$ cat src/rtl/core_pkg.sv
// core_pkg -- shared definitions for the instruction-fetch front end.
//   fetch_state_e : fetch sequencer states (FETCH / WAIT / DRAIN)
//   fetch_entry_t : one instruction-buffer entry {pc, inst}
//   XLEN, INST_W  : address and instruction widths
//   DEFAULT_RESET_PC : default first fetch address after reset
package core_pkg;

  localparam int XLEN   = 32;
  localparam int INST_W = 32;

  localparam logic [XLEN-1:0] DEFAULT_RESET_PC = 32'h0000_0000;

  typedef enum logic [1:0] {
    S_FETCH = 2'd0,  // may issue a request
    S_WAIT  = 2'd1,  // one request granted, response pending
    S_DRAIN = 2'd2   // discard one stale response
  } fetch_state_e;

  typedef struct packed {
    logic [XLEN-1:0]   pc;
    logic [INST_W-1:0] inst;
  } fetch_entry_t;

  // Force an address onto a 32-bit word boundary.
  function automatic logic [XLEN-1:0] align_word(input logic [XLEN-1:0] addr);
    return {addr[XLEN-1:2], 2'b00};
  endfunction

endpackage

$ cat src/rtl/fetch_fifo.sv
// fetch_fifo -- two-entry in-order {pc, inst} buffer between the memory
// response and the decode stage. The head entry comes straight from storage
// registers, so there is no combinational path from push_data to head.
// Ports:
//   clk, rst_n   : clock, synchronous active-low reset (empties, clears entries)
//   push         : write push_data at the tail (ignored when full or flushing)
//   push_data    : entry to write
//   pop          : retire the head entry (ignored when empty or flushing)
//   flush        : empty the buffer; wins over push and pop
//   full, empty  : occupancy flags
//   head         : current head entry (valid when !empty)
module fetch_fifo
  import core_pkg::*;
#(
  parameter int DEPTH = 2
) (
  input  logic         clk,
  input  logic         rst_n,
  input  logic         push,
  input  fetch_entry_t push_data,
  input  logic         pop,
  input  logic         flush,
  output logic         full,
  output logic         empty,
  output fetch_entry_t head
);

  fetch_entry_t mem_q [2];
  logic         rd_ptr_q;
  logic         wr_ptr_q;
  logic [1:0]   count_q;
  logic         do_push;
  logic         do_pop;

  assign full    = (count_q == 2'(DEPTH));
  assign empty   = (count_q == 2'd0);
  assign do_push = push && !full && !flush;
  assign do_pop  = pop && !empty && !flush;
  assign head    = mem_q[rd_ptr_q];

  always_ff @(posedge clk) begin
    if (!rst_n) begin
      for (int i = 0; i < 2; i++) begin
        mem_q[i] <= '0;
      end
    end else if (do_push) begin
      mem_q[wr_ptr_q] <= push_data;
    end
  end

  always_ff @(posedge clk) begin
    if (!rst_n || flush) begin
      rd_ptr_q <= 1'b0;
      wr_ptr_q <= 1'b0;
      count_q  <= 2'd0;
    end else begin
      rd_ptr_q <= rd_ptr_q ^ do_pop;
      wr_ptr_q <= wr_ptr_q ^ do_push;
      // Simultaneous push and pop leaves the count unchanged.
      count_q  <= count_q + 2'(do_push) - 2'(do_pop);
    end
  end

endmodule

$ cat src/rtl/fetch_unit.sv
// fetch_unit -- instruction fetch sequencer with a two-entry buffer.
// Issues one word-aligned read at a time, buffers responses with their PC
// and presents them in order to decode. A redirect flushes everything and
// restarts fetch at the target; a response still in flight at that moment
// is drained and dropped.
// Ports:
//   clk, rst_n        : clock, synchronous active-low reset
//   imem_req/addr     : read request and word address (held until imem_gnt)
//   imem_gnt          : memory accepted the request this cycle
//   imem_rvalid/rdata : read response
//   redirect/_pc      : redirect pulse and target from execute
//   out_valid/ready   : decode handshake
//   out_inst/out_pc   : presented instruction word and its address
module fetch_unit
  import core_pkg::*;
#(
  parameter logic [XLEN-1:0] RESET_PC  = DEFAULT_RESET_PC,
  parameter int              BUF_DEPTH = 2
) (
  input  logic              clk,
  input  logic              rst_n,
  output logic              imem_req,
  output logic [XLEN-1:0]   imem_addr,
  input  logic              imem_gnt,
  input  logic              imem_rvalid,
  input  logic [INST_W-1:0] imem_rdata,
  input  logic              redirect,
  input  logic [XLEN-1:0]   redirect_pc,
  output logic              out_valid,
  input  logic              out_ready,
  output logic [INST_W-1:0] out_inst,
  output logic [XLEN-1:0]   out_pc
);

  fetch_state_e    state_q;
  logic [XLEN-1:0] pc_q;
  logic [XLEN-1:0] pc_d;
  logic [XLEN-1:0] issued_pc_q;
  logic            run_q;

  logic            buf_full;
  logic            buf_empty;
  logic            buf_push;
  logic            buf_pop;
  fetch_entry_t    buf_head;
  fetch_entry_t    buf_wdata;
  logic            gnt_fire;

  // In FETCH nothing is outstanding, so "buffer not full" is the same as
  // occupancy plus outstanding below two. run_q keeps the request low
  // through the reset cycle itself. A redirect withdraws the request so that
  // no grant can race with the re-address.
  assign imem_req  = run_q && (state_q == S_FETCH) && !buf_full && !redirect;
  assign imem_addr = pc_q;
  assign gnt_fire  = imem_req && imem_gnt;

  assign buf_push  = (state_q == S_WAIT) && imem_rvalid && !redirect;
  assign buf_pop   = out_valid && out_ready && !redirect;
  assign buf_wdata = '{pc: issued_pc_q, inst: imem_rdata};

  assign out_valid = !buf_empty;
  assign out_inst  = buf_head.inst;
  assign out_pc    = buf_head.pc;

  // PC wraps naturally from FFFF_FFFC to 0 through the 32-bit add.
  always_comb begin
    pc_d = pc_q;
    if (redirect) begin
      pc_d = align_word(redirect_pc);
    end else if (gnt_fire) begin
      pc_d = pc_q + 32'd4;
    end
  end

  always_ff @(posedge clk) begin
    if (!rst_n) begin
      state_q     <= S_FETCH;
      pc_q        <= align_word(RESET_PC);
      issued_pc_q <= '0;
      run_q       <= 1'b0;
    end else begin
      run_q <= 1'b1;
      pc_q  <= pc_d;
      case (state_q)
        S_FETCH: begin
          if (gnt_fire) begin
            state_q     <= S_WAIT;
            issued_pc_q <= pc_q;
          end
        end
        S_WAIT: begin
          // A response arriving with a redirect is simply not pushed.
          if (imem_rvalid) begin
            state_q <= S_FETCH;
          end else if (redirect) begin
            state_q <= S_DRAIN;
          end
        end
        S_DRAIN: begin
          // The stale response ends the drain even when a further redirect
          // arrives in the same cycle; nothing else is in flight to wait for.
          if (imem_rvalid) begin
            state_q <= S_FETCH;
          end
        end
        default: state_q <= S_FETCH;
      endcase
    end
  end

  fetch_fifo #(
    .DEPTH(BUF_DEPTH)
  ) u_fifo (
    .clk      (clk),
    .rst_n    (rst_n),
    .push     (buf_push),
    .push_data(buf_wdata),
    .pop      (buf_pop),
    .flush    (redirect),
    .full     (buf_full),
    .empty    (buf_empty),
    .head     (buf_head)
  );

endmodule
$ cat config.mk
export PLATFORM = sky130hd
export DESIGN_NAME = fetch_unit
export DESIGN_NICKNAME = d
export VERILOG_FILES = /design/src/rtl/core_pkg.sv /design/src/rtl/fetch_fifo.sv /design/src/rtl/fetch_unit.sv
export SDC_FILE = /design/constraint.sdc
export NUM_CORES = 1
export LEC_CHECK = 0
export BUFFER_PORTS_ARGS = -buffer_cell sky130_fd_sc_hd__buf_2
export CAP_MARGIN = 15
export CORE_UTILIZATION = 55
export DETAILED_ROUTE_END_ITERATION = 8
export GPL_TIMING_DRIVEN = 0
export PLACE_DENSITY = 0.79
export SETUP_SLACK_MARGIN = 0.15
export SYNTH_ARGS = -nofsm -noshare
export SYNTH_HDL_FRONTEND = slang
export SYNTH_SLANG_ARGS = --single-unit
$ cat constraint.sdc
create_clock -name clk -period 12.4 [get_ports clk]
set_clock_uncertainty 0.1 [all_clocks]
set_input_delay 0.62 -clock clk [delete_from_list [all_inputs] [get_ports clk]]
set_output_delay 0.62 -clock clk [all_outputs]
set_load 0.02 [all_outputs]
==> impl_metrics.py <==
metrics = {
    "status": {
        "run_status": "finished, final reports clean",
    },
    "sta": {
        "fin_crit_ns": 3.08,
        "tightest_slew_ns": 1.11,
        "hold_violations": 0,
        "maxSlewViolCount": 0,
        "finalSetupTns_ns": 0,
        "maxSlewHeadroom": 0.253,
        "final.period_utilization": 0.248,
        "grt_setup_unrepaired": "false",
        "fmax_ghz": 0.325,
        "setup_viol": 0,
    },
    "global_routing": {
        "grt_pass1_vias": 6374,
        "use_met2": 0.442,
        "grtUsageTotal": 0.263,
        "grt_pass1_wl_um": 32700,
        "grtUsageMet1": 0.339,
        "busiest_layer": "met2",
        "grt_overflow_total": 0,
        "grt_use_met3": 0.0451,
        "grt_max_degree": 63,
        "antenna_found_initial": 1,
    },
    "detailed_routing": {
        "dr.pass1.iters": 5,
        "via_per_inst": 5.60,
        "wl_per_cell_um": 17.8,
        "drc": 0,
        "drtAntennaViolNets": 0,
        "vias": 6588,
        "drt_wl_total_um": 20900,
        "drt_iter0_drc": 767,
    },
    "min_path": {
        "hold_class": "input pin to register",
    },
    "cts": {
        "clk_latency_ns": 0.43,
        "cts_made_buffers": 17,
        "cts_buffer_depth": 2,
        "cts.sinks": 191,
        "cts.reportedPaths.clkPinSlew_ns": 0.06,
        "cts_tree": "done",
        "cts_setup_buffers": 0,
        "h-tree-depth": 4,
        "cts.repair.resized": 0,
        "ctsHoldBuffers": 0,
        "cts-root-buf": "clkbuf_16",
    },
    "synth": {
        "synth_cells": 764,
        "async_reset_ff_frac": 0,
        "synth_ff_type": "edfxtp_1",
        "synth_top_area_cell": "edfxtp_1",
        "synth_cell_types": 62,
        "yosys.area.top_type_share": 0.427,
        "yosysSeqAreaShare": 0.581,
        "syn_area_mm2": 0.00872,
        "synth_edf_count": 124,
        "synth_area_per_cell_um2": 11.4,
        "synth_area_leaders": "edfxtp_1, dfxtp_1, and2_1, mux2_2, nand2_1",
        "synth_warnings": 0,
        "ys_seq_elements": 191,
    },
    "setup_path": {
        "critPathCaptureType": "primary output",
        "path_cells": "clkbuf_1, clkbuf_1, mux2_2, buf_2",
        "cp.required_ns": 11.68,
        "worstSetupPathType": "register to primary output",
        "start_kind": "register",
        "worstPathMaxFanout": 10,
        "path_buf_inv": 3,
        "timing.critical_path.mode_cell": "clkbuf_1",
        "cp.arrival_ns": 2.36,
        "critical-path-max-stage-delay_ns": 0.61,
        "cp_slowest_cell": "clkbuf_1",
        "cp_top_family": "buffers and inverters",
    },
    "cells_and_area": {
        "drive_gt1_frac": 0.295,
        "fin_nets": 1025,
        "final_cell_mix": "buf_2, and2_1, edfxtp_1, nand2_1, dfxtp_1",
        "syn_to_final_growth_pct": 20.1,
        "utilization": 0.684,
        "final_common_cell": "buf_2",
    },
    "floorplan": {
        "start_util": 0.570,
        "fp.dieH_um": 128,
        "die_area_mm2": 0.0164,
        "die_w_um": 128,
        "rows": 45,
        "io_pins": 168,
        "core_area_mm2": 0.0153,
    },
    "power_and_ir_drop": {
        "ir_drop_uv": 99.5,
        "power_density_mw_per_mm2": 131,
        "power_leakage_nw": 4.19,
    },
    "place": {
        "gp_congestion": 0.880,
        "hpwl_um": 14200,
        "portBuffers": 161,
    },
    "run": {
        "cap_viol_max_count": 0,
    },
}
[through the flow]
stage	instances	cell area [um^2]	total power, mW	hold WS (ns)	setup slack [ns]
finish	1177	10500	1.37	0.312	9.32
global route	1177	10500	1.40	0.310	9.14
CTS	1175	10500	1.37	0.301	9.25
detailed placement	1143	9880	0.831	0.352	9.06
global placement	1139	9800	0.830	0.346	3.46
floorplan	767	8730	0.785	0.340	6.22
[synth_stat cells, types with 11 or more instances]
| cell | number |
|---|---|
| nand3_1 | 20 |
| a21oi_1 | 34 |
| dfxtp_1 | 67 |
| a31oi_1 | 18 |
| clkbuf_1 | 42 |
| nand2_1 | 98 |
| mux2_2 | 62 |
| nor4_1 | 14 |
| nand4_1 | 11 |
| and2_1 | 128 |
| edfxtp_1 | 124 |
[path summary, 6_finish.rpt]
kind | startpoint | end | slack [ns] | depth (start not counted)
hold / removal | rst_n | run_q | 0.31 | 1
setup / recovery | u_fifo.rd_ptr_q | out_pc[11] | 9.32 | 4
setup reg to reg | state_q[0] | u_fifo.mem_q[1][5] | 9.35 | 5
hold reg to reg | issued_pc_q[12] | issued_pc_q[12] | 0.36 | 2
[layer usage]
| layer | share of wire | up-vias |
|---|---|---|
| met3 | 0.074 | 37 |
| met4 | 0.023 | 0 |
| met2 | 0.49 | 304 |
| li1 | - | 3138 |
| met1 | 0.42 | 3109 |
| met5 | 0 | - |
[registers in the layout, indices dropped and copies added, names as in the netlist]
signal           cells
run_q                1
u_fifo.rd_ptr_q      1
u_fifo.mem_q       124
u_fifo.count_q       2
state_q              2
issued_pc_q         30
imem_addr           30
u_fifo.wr_ptr_q      1
[layout make-up]
type                       count  area, um^2
clock inverter                11         141
timing repair buffer         166         863
fill                        1188        4840
clock buffer                  21         450
buffer                        59         300
sequential                   191        5060
inverter                      11        41.3
antenna                        1        2.50
tap                          211         264
multi-input combinational    506        3350
[logic make-up after synthesis]
group                    share of synthesized area
flip-flops                                   0.581
XOR/XNOR                                   0.00402
AO/OA/AOI/OAI                               0.0820
other                                     0.000430
adder cells (fa/ha/maj)                    0.00430
AND/OR/NAND/NOR                              0.208
buffers and inverters                       0.0392
multiplexers                                0.0812
[report_power, final]
part | switching, mW | internal (mW)
logic | 0.0667 | 0.0381
registers | 0.0162 | 0.698
clock network | 0.227 | 0.322
Power figures use the tool's default switching activity.
